$ cat src/rtl/ifu_pkg.sv
// Shared IFU types and constants: cache geometry, plru handshake struct,
// cache controller state encoding and tag-array entry layout.
package ifu_pkg;

    localparam int WAYS_NUM = 16;
    localparam int WAY_W    = $clog2(WAYS_NUM);
    localparam int ADDR_W   = 32;
    localparam int LINE_W   = 128;
    localparam int OFFS_W   = 4;
    localparam int TAG_W    = ADDR_W - OFFS_W;

    typedef struct packed {
        logic             update_tree;
        logic             cache_miss;
        logic [WAY_W-1:0] hit_cl;
    } t_cache_ctrl_plru;

    typedef enum logic [1:0] {
        IDLE,
        LOOKUP,
        MISS_REQ,
        MISS_WAIT
    } t_ifu_cache_state;

    typedef struct packed {
        logic             valid;
        logic [TAG_W-1:0] tag;
    } t_ifu_tag_entry;

endpackage

$ cat src/rtl/ifu_tag_cmp.sv
// Fully associative tag compare: one-hot match vector, hit flag and the
// binary index of the matching way (meaningful only when exactly one matches).
module ifu_tag_cmp
    import ifu_pkg::*;
(
    input  t_ifu_tag_entry [WAYS_NUM-1:0] entries,
    input  logic [TAG_W-1:0]              tag,
    output logic [WAYS_NUM-1:0]           match,
    output logic                          hit,
    output logic [WAY_W-1:0]              way
);

    always_comb begin
        match = '0;
        way   = '0;
        for (int i = 0; i < WAYS_NUM; i++) begin
            match[i] = entries[i].valid && (entries[i].tag == tag);
            // OR-reduction encoder; relies on the one-hot invariant
            if (match[i]) way = way | WAY_W'(i);
        end
    end

    assign hit = |match;

endmodule

$ cat src/rtl/ifu_cache_ctrl.sv
// IFU instruction-cache controller: 16-way fully associative, single-beat refill,
// drives the plru update interface. Perf counters built only with IFU_CACHE_PERF_CNT_EN.
module ifu_cache_ctrl
    import ifu_pkg::WAYS_NUM, ifu_pkg::WAY_W, ifu_pkg::TAG_W, ifu_pkg::OFFS_W,
           ifu_pkg::t_cache_ctrl_plru, ifu_pkg::t_ifu_cache_state, ifu_pkg::t_ifu_tag_entry,
           ifu_pkg::IDLE, ifu_pkg::LOOKUP, ifu_pkg::MISS_REQ, ifu_pkg::MISS_WAIT;
#(
    parameter int ADDR_W  = 32,
    parameter int LINE_W  = 128,
    parameter int INSTR_W = 32
) (
    input  logic                clk,
    input  logic                rst,
    input  logic                flush,
    input  logic                fetch_req_valid,
    input  logic [ADDR_W-1:0]   fetch_req_addr,
    output logic                fetch_req_ready,
    output logic                fetch_rsp_valid,
    output logic [INSTR_W-1:0]  fetch_rsp_instr,
    output logic                mem_req_valid,
    output logic [ADDR_W-1:0]   mem_req_addr,
    input  logic                mem_req_ready,
    input  logic                mem_rsp_valid,
    input  logic [LINE_W-1:0]   mem_rsp_data,
    output t_cache_ctrl_plru    cache_ctrl_plru,
    input  logic [WAY_W-1:0]    evicted_cl,
    output logic [31:0]         hit_cnt,
    output logic [31:0]         miss_cnt
);

    t_ifu_cache_state               state_q, state_d;
    logic [ADDR_W-1:0]              addr_q;
    logic [WAY_W-1:0]               victim_q;
    t_ifu_tag_entry [WAYS_NUM-1:0]  tag_q;
    logic [LINE_W-1:0]              data_q [WAYS_NUM];
    logic                           rsp_valid_q;
    logic [INSTR_W-1:0]             rsp_instr_q;

    logic [WAYS_NUM-1:0]            match;
    logic                           hit;
    logic [WAY_W-1:0]               hit_way;
    logic [TAG_W-1:0]               lookup_tag;
    logic                           accept;
    logic                           flush_take;
    logic                           refill;
    logic                           unused_addr_bits;

    assign lookup_tag       = addr_q[ADDR_W-1:OFFS_W];
    assign unused_addr_bits = ^addr_q[1:0];

    ifu_tag_cmp u_tag_cmp (
        .entries (tag_q),
        .tag     (lookup_tag),
        .match   (match),
        .hit     (hit),
        .way     (hit_way)
    );

    always_comb begin
        state_d         = state_q;
        fetch_req_ready = 1'b0;
        mem_req_valid   = 1'b0;
        cache_ctrl_plru = '0;
        accept          = 1'b0;
        flush_take      = 1'b0;
        refill          = 1'b0;
        case (state_q)
            IDLE: begin
                fetch_req_ready = !flush;
                flush_take      = flush;
                accept          = fetch_req_valid && !flush;
                if (accept) state_d = LOOKUP;
            end
            LOOKUP: begin
                cache_ctrl_plru.update_tree = 1'b1;
                if (hit) begin
                    cache_ctrl_plru.hit_cl = hit_way;
                    state_d                = IDLE;
                end else begin
                    // single-cycle pulse: the plru fill counter steps once per miss cycle
                    cache_ctrl_plru.cache_miss = 1'b1;
                    state_d                    = MISS_REQ;
                end
            end
            MISS_REQ: begin
                mem_req_valid = 1'b1;
                if (mem_req_ready) state_d = MISS_WAIT;
            end
            MISS_WAIT: begin
                refill = mem_rsp_valid;
                if (mem_rsp_valid) state_d = LOOKUP;
            end
            default: state_d = IDLE;
        endcase
    end

    assign mem_req_addr    = {addr_q[ADDR_W-1:OFFS_W], {OFFS_W{1'b0}}};
    assign fetch_rsp_valid = rsp_valid_q;
    assign fetch_rsp_instr = rsp_instr_q;

    always_ff @(posedge clk) begin
        if (!rst) begin
            state_q     <= IDLE;
            rsp_valid_q <= 1'b0;
        end else begin
            state_q     <= state_d;
            rsp_valid_q <= (state_q == LOOKUP) && hit;
        end
    end

    always_ff @(posedge clk) begin
        if (!rst) begin
            for (int i = 0; i < WAYS_NUM; i++) tag_q[i].valid <= 1'b0;
        end else if (flush_take) begin
            for (int i = 0; i < WAYS_NUM; i++) tag_q[i].valid <= 1'b0;
        end else if (refill) begin
            tag_q[victim_q].valid <= 1'b1;
            tag_q[victim_q].tag   <= lookup_tag;
        end
    end

    always_ff @(posedge clk) begin
        if (accept) addr_q <= fetch_req_addr;
        if (cache_ctrl_plru.cache_miss) victim_q <= evicted_cl;
        if (refill) data_q[victim_q] <= mem_rsp_data;
        if ((state_q == LOOKUP) && hit)
            rsp_instr_q <= data_q[hit_way][addr_q[3:2]*INSTR_W +: INSTR_W];
    end

`ifdef IFU_CACHE_PERF_CNT_EN
    logic [31:0] hit_cnt_q;
    logic [31:0] miss_cnt_q;
    logic        replay_q;

    // the lookup that follows a refill is a guaranteed hit and is not counted
    always_ff @(posedge clk) begin
        if (!rst) begin
            hit_cnt_q  <= '0;
            miss_cnt_q <= '0;
            replay_q   <= 1'b0;
        end else begin
            if (refill) replay_q <= 1'b1;
            else if (state_q == LOOKUP) replay_q <= 1'b0;
            if ((state_q == LOOKUP) && hit && !replay_q && (hit_cnt_q != '1))
                hit_cnt_q <= hit_cnt_q + 32'd1;
            if (cache_ctrl_plru.cache_miss && (miss_cnt_q != '1))
                miss_cnt_q <= miss_cnt_q + 32'd1;
        end
    end

    assign hit_cnt  = hit_cnt_q;
    assign miss_cnt = miss_cnt_q;
`else
    assign hit_cnt  = '0;
    assign miss_cnt = '0;
`endif

    a_single_match: assert property (@(posedge clk) disable iff (!rst)
        (state_q == LOOKUP) |-> $onehot0(match));

endmodule

$ cat config.mk
export PLATFORM = sky130hd
export DESIGN_NAME = ifu_cache_ctrl
export DESIGN_NICKNAME = d
export VERILOG_FILES = /design/src/rtl/ifu_pkg.sv /design/src/rtl/ifu_tag_cmp.sv /design/src/rtl/ifu_cache_ctrl.sv
export SDC_FILE = /design/constraint.sdc
export NUM_CORES = 2
export LEC_CHECK = 0
export BUFFER_PORTS_ARGS = -buffer_cell sky130_fd_sc_hd__buf_2
export CORE_MARGIN = 4
export CORE_UTILIZATION = 40
export CTS_CLUSTER_SIZE = 25
export DETAILED_ROUTE_END_ITERATION = 10
export PLACE_DENSITY = 0.56
export SYNTH_ARGS = -nofsm -noshare
export SYNTH_HDL_FRONTEND = slang
export SYNTH_SLANG_ARGS = --single-unit
$ cat constraint.sdc
create_clock -name clk -period 54.1 [get_ports clk]
set_input_delay 13.525 -clock clk [delete_from_list [all_inputs] [get_ports clk]]
set_output_delay 13.525 -clock clk [all_outputs]
set_load 0.01 [all_outputs]
* Word-level counts from Yosys, hierarchy flattened
Memories as Yosys holds them, arrays and structs flattened.
Cells that the tools add are included.
** Word-level totals
- Bits in registers :: 535
- Bits in writable memories :: 2048
- Input port bits :: 170
- Output and inout port bits :: 137
- Word-level logic and storage cells :: 126
- Memories :: 1
** Operators by class
- Magnitude comparators :: 2
- Eq/ne operators :: 22
- Shift operators :: 1
- Multiplexer cells :: 36
- Bitwise operators :: 2
- Reduce and logical (&&, ||, !) cells :: 25
** Memory list
- data_q :: words 16, width 128, rd ports 1, clocked after memory_dff 0, wr ports 1, line ifu_cache_ctrl.sv:35 : logic [LINE_W-1:0] data_q [WAYS_NUM];
** Operator list (number)
- $bwmux 464 :: 2
- $eq 28x28->1 :: 16
- $demux 29 s4 :: 2
- $shiftx 128x8->32 :: 1
- $mux 4 :: 9
- $mux 29 :: 1
- $mux 28 :: 1
- $logic_and 1x1->1 :: 19
- $reduce_or 16->1 :: 1
- $mux 2 :: 6
- $mux 3 :: 4
- $mux 1 :: 9
- $pmux 2 s4 :: 1
- $mux 6 :: 1
- $ne 2x2->1 const B :: 3
- $reduce_and 3->1 :: 2
- $lt 4x5->1 const B :: 1
- $eq 2x2->1 const B :: 2
- $ge 4x1->1 const B :: 1
- $eq 2x1->1 const B :: 1
- $logic_not 2->1 :: 1
- $not 1->1 :: 2
- $reduce_or 2->1 :: 1
- $logic_not 1->1 :: 1

* Longest topological paths before layout
- Depth in word-level cells :: 19
- Depth in mapped cells :: 19
- Mapped depth without buffers :: 11

* Modules after synthesis
A second synthesis with hierarchy kept.
** Unflattened totals
- Cell total of the unflattened synthesis :: 5309
- Area, all modules :: 103568.1 µm²
** By module, submodules not included
- ifu_cache_ctrl :: instances 1, cells each 4612, area each 98147.9 µm²
- ifu_tag_cmp :: instances 1, cells each 697, area each 5420.2 µm²

* Worst setup path before layout
OpenSTA, ideal clock, no wires.
- Path type :: input -> output
- Start point :: in flush
- End point :: out fetch_req_ready
- Arrival time :: 13723 ps
- Setup slack :: 26852 ps
- Stages on the path :: 1
- Buffers on the path :: 0
- Cell sequence :: nor2b_1
** On the way
- Longest elaborated chain between the ends :: 2
** RTL lines
- start, declared :: line ifu_cache_ctrl.sv:14 : input logic flush,
- $logic_not 1->1 :: line ifu_cache_ctrl.sv:69 : fetch_req_ready = !flush;
- $mux 1 :: line ifu_cache_ctrl.sv:67 : case (state_q)
- end, declared :: line ifu_cache_ctrl.sv:17 : output logic fetch_req_ready,
Every way passes these cells.

* Worst setup path in the final report
Ends and elaborated chain as after synthesis.

==> impl_metrics.toml <==
[logic_synthesis]
synth_flop_cell = "edfxtp_1"
synth_simple_gate_area_frac = 0.06532
netlist_top_cells_area = "edfxtp_1, mux2i_1, xnor2_1"
ys_types = 47
syn-instance-count = 6393
synth_area_mm2 = 0.1043
synth_top_family_by_area = "multiplexers"
yosys-mux-area-fraction = 0.08596
ys_warn_count = 0
synth_edf_count = 2562
ys_seq_area_frac = 0.7410
synth_xor_area_frac = 0.03727
ys_ff_latch = 2581
netlist.area_leader.share = 0.7374
synth_compound_area_frac = 0.03772
synth.largest_area_cell = "edfxtp_1"
synth_fa_ha_area_frac = 0.0005996
async_reset_ff_frac = 0
avgSynthCellArea_um2 = 16.32

[floorplan]
dieArea_mm2 = 0.2691
start_util = 0.4021
die_y_um = 518.7
core_mm2 = 0.2595
num_rows = 187
die_w_um = 518.7
pin_count = 307

[placement]
routabilityCongestion = 0.7525
detailed_place_hpwl_um = 149000
place_inst = 9745
dp_slack_ns = 26.65
place.port_buffers = 236
dpl_cell_area_mm2 = 0.1084

[routing]
viasPerCell = 5.539
vias = 56854
wirelength_um = 291700
first_pass_iters = 5
drt_first_iter_violations = 5739
wl_per_cell_um = 28.42
drc = 0
ant_nets = 0

[clock_network]
cts.repair.resized = 0
cts_buffers = 292
path_clk_slew_ns = 0.05
cts.sinks = 2581
ctsHtreeMaxLevel = 5
cts_setup_buffers = 0
cts_tree = "yes"
clk_latency_ns = 0.95
cts-root-buf = "clkbuf_16"
clockBufferDepth = 4
cts_hold_buf = 0

[finish]
drive_above_1_share = 0.1226
stdcell_area_mm2 = 0.1174
final_cells = 10264
fin_nets = 6812
post-route-util = 0.4524
fillCellCount = 22470
syn_to_final_growth_pct = 12.51

[critical_path]
critPathArrivalTime_ns = 13.93
worst_r2r_startpoint = "addr_q[11]"
crit_path_max_fanout = 3
reg2reg_setup_slack_ns = 45.62
critPathLaunch = "flush"
reg2reg_depth = 17
required_ns = 40.58
start_kind = "input port"
path_class = "input port to primary output"
end_kind = "primary output"

[global_routing]
grt_use_met2 = 0.3421
grt_max_degree = 113
busiest_layer = "met2"
grt_util_all_layers = 0.2113
antenna_found_initial = 98
gr-usage-met1 = 0.2826
first_global_vias = 55124
use_met3 = 0.04496
grt_pass1_wl_um = 409500
grt_overflow = 0

[pwr]
powerDensity_mw_per_mm2 = 35.59
power_leakage_nw = 44.27
power_mw = 4.178
vdd_ir_drop_max_v = 0.00003344

[timing]
setup_violations = 0
whs_ns = 0.4497
worst_pin_slew_ns = 1.323
fmax_ghz = 0.03643
drv_slew = 0
final.min_clock_period_ns = 27.45
layout_setup_ws_ns = 26.65
fin_crit_sh = 0.5074
setup_tns_ns = 0
rsz0062_at_grt = "no"
hold_viol = 0
slew_headroom = 0.1112
clock_skew_ns = 0.09593

[status]
status = "finished, final reports clean"

[min_path]
holdPathStages = 1
hold_class = "register to register"
hold_start = "tag_q[144]"

[run]
drv_cap = 0
## metal layers
metal / wire, um / share of wire
met2: 137800 / 0.47
met5: 345 / 0.0012
met1: 122500 / 0.42
met4: 9799 / 0.034
met3: 21270 / 0.073
## Yosys cell counts, drive strengths merged, types with 47 or more instances
| master | n |
|---|---|
| and3 | 127 |
| nor4 | 83 |
| xnor2 | 363 |
| a21oi | 132 |
| nor2 | 47 |
| buf | 326 |
| xor2 | 81 |
| and2 | 279 |
| nand4 | 85 |
| or3 | 128 |
| nand2 | 286 |
| edfxtp | 2562 |
| o21ai | 131 |
| mux2i | 896 |
| clkbuf | 195 |
| o22ai | 385 |
| nor3 | 179 |
## path summary, 6_finish.rpt
path                   endpoint
min                  tag_q[144]
min reg2reg          tag_q[144]
max reg2reg  fetch_rsp_instr[1]
max             fetch_req_ready
## logic make-up (layout without fill, tap and decap cells)
group                    after synthesis  count (layout)
AO/OA/AOI/OAI                        675             675
XOR/XNOR                             444             444
adder cells (fa/ha/maj)                5               5
buffers and inverters                531             908
flip-flops                          2581            2581
multiplexers                         896             896
other                                  1              93
AND/OR/NAND/NOR                     1260            1260
## state kept, by name, summed over array words and instances (netlist names)
name and cells:
fetch_rsp_instr 32, data_q 2048, addr_q 30, victim_q 4, state_q 2, tag_q 464, fetch_rsp_valid 1
## critical path, cell delays in order
cell and delay (ns):
buf_2 0.12, nor2b_1 0.13, buf_2 0.15
## report_power, final
part	internal [mW]	total, mW	switching, mW
clock network	1.10	1.86	0.763
logic	0.0315	0.116	0.0842
registers	2.20	2.20	0.00203
total	3.33	4.18	0.850
## placed cells by master (no fill, tap or decap), drive strengths merged, types with 2 or more instances in the layout
| master | n |
|---|---|
| edfxtp | 2562 |
| mux2i | 896 |
| buf | 404 |
| o22ai | 385 |
| clkbuf | 374 |
| xnor2 | 363 |
| nand2 | 286 |
| and2 | 279 |
| nor3 | 179 |
| a21oi | 132 |
| o21ai | 131 |
| or3 | 128 |
| and3 | 127 |
| clkinv | 93 |
| nand4 | 85 |
| nor4 | 83 |
| xor2 | 81 |
| conb | 68 |
| nor2 | 47 |
| diode | 25 |
| nand3 | 20 |
| dfxtp | 19 |
| a21o | 16 |
| bufinv | 16 |
| inv | 12 |
| nor2b | 10 |
| clkinvlp | 9 |
| nand2b | 9 |
| ha | 5 |
| a22oi | 2 |
| o211ai | 2 |
| nand3b | 2 |
| nor3b | 2 |
## layout make-up
class	count	area (um^2)	area share
Tap cell	3402	4257	0.03626
Clock inverter	120	1007	0.008580
Antenna cell	25	62.56	0.0005329
Multi-Input combinational cell	3348	24210	0.2063
Sequential cell	2581	77310	0.6586
Clock buffer	374	7878	0.06711
Inverter	10	38.79	0.0003304
Timing Repair Buffer	404	2618	0.02230
Note: power is estimated with default switching activity, not from simulation.
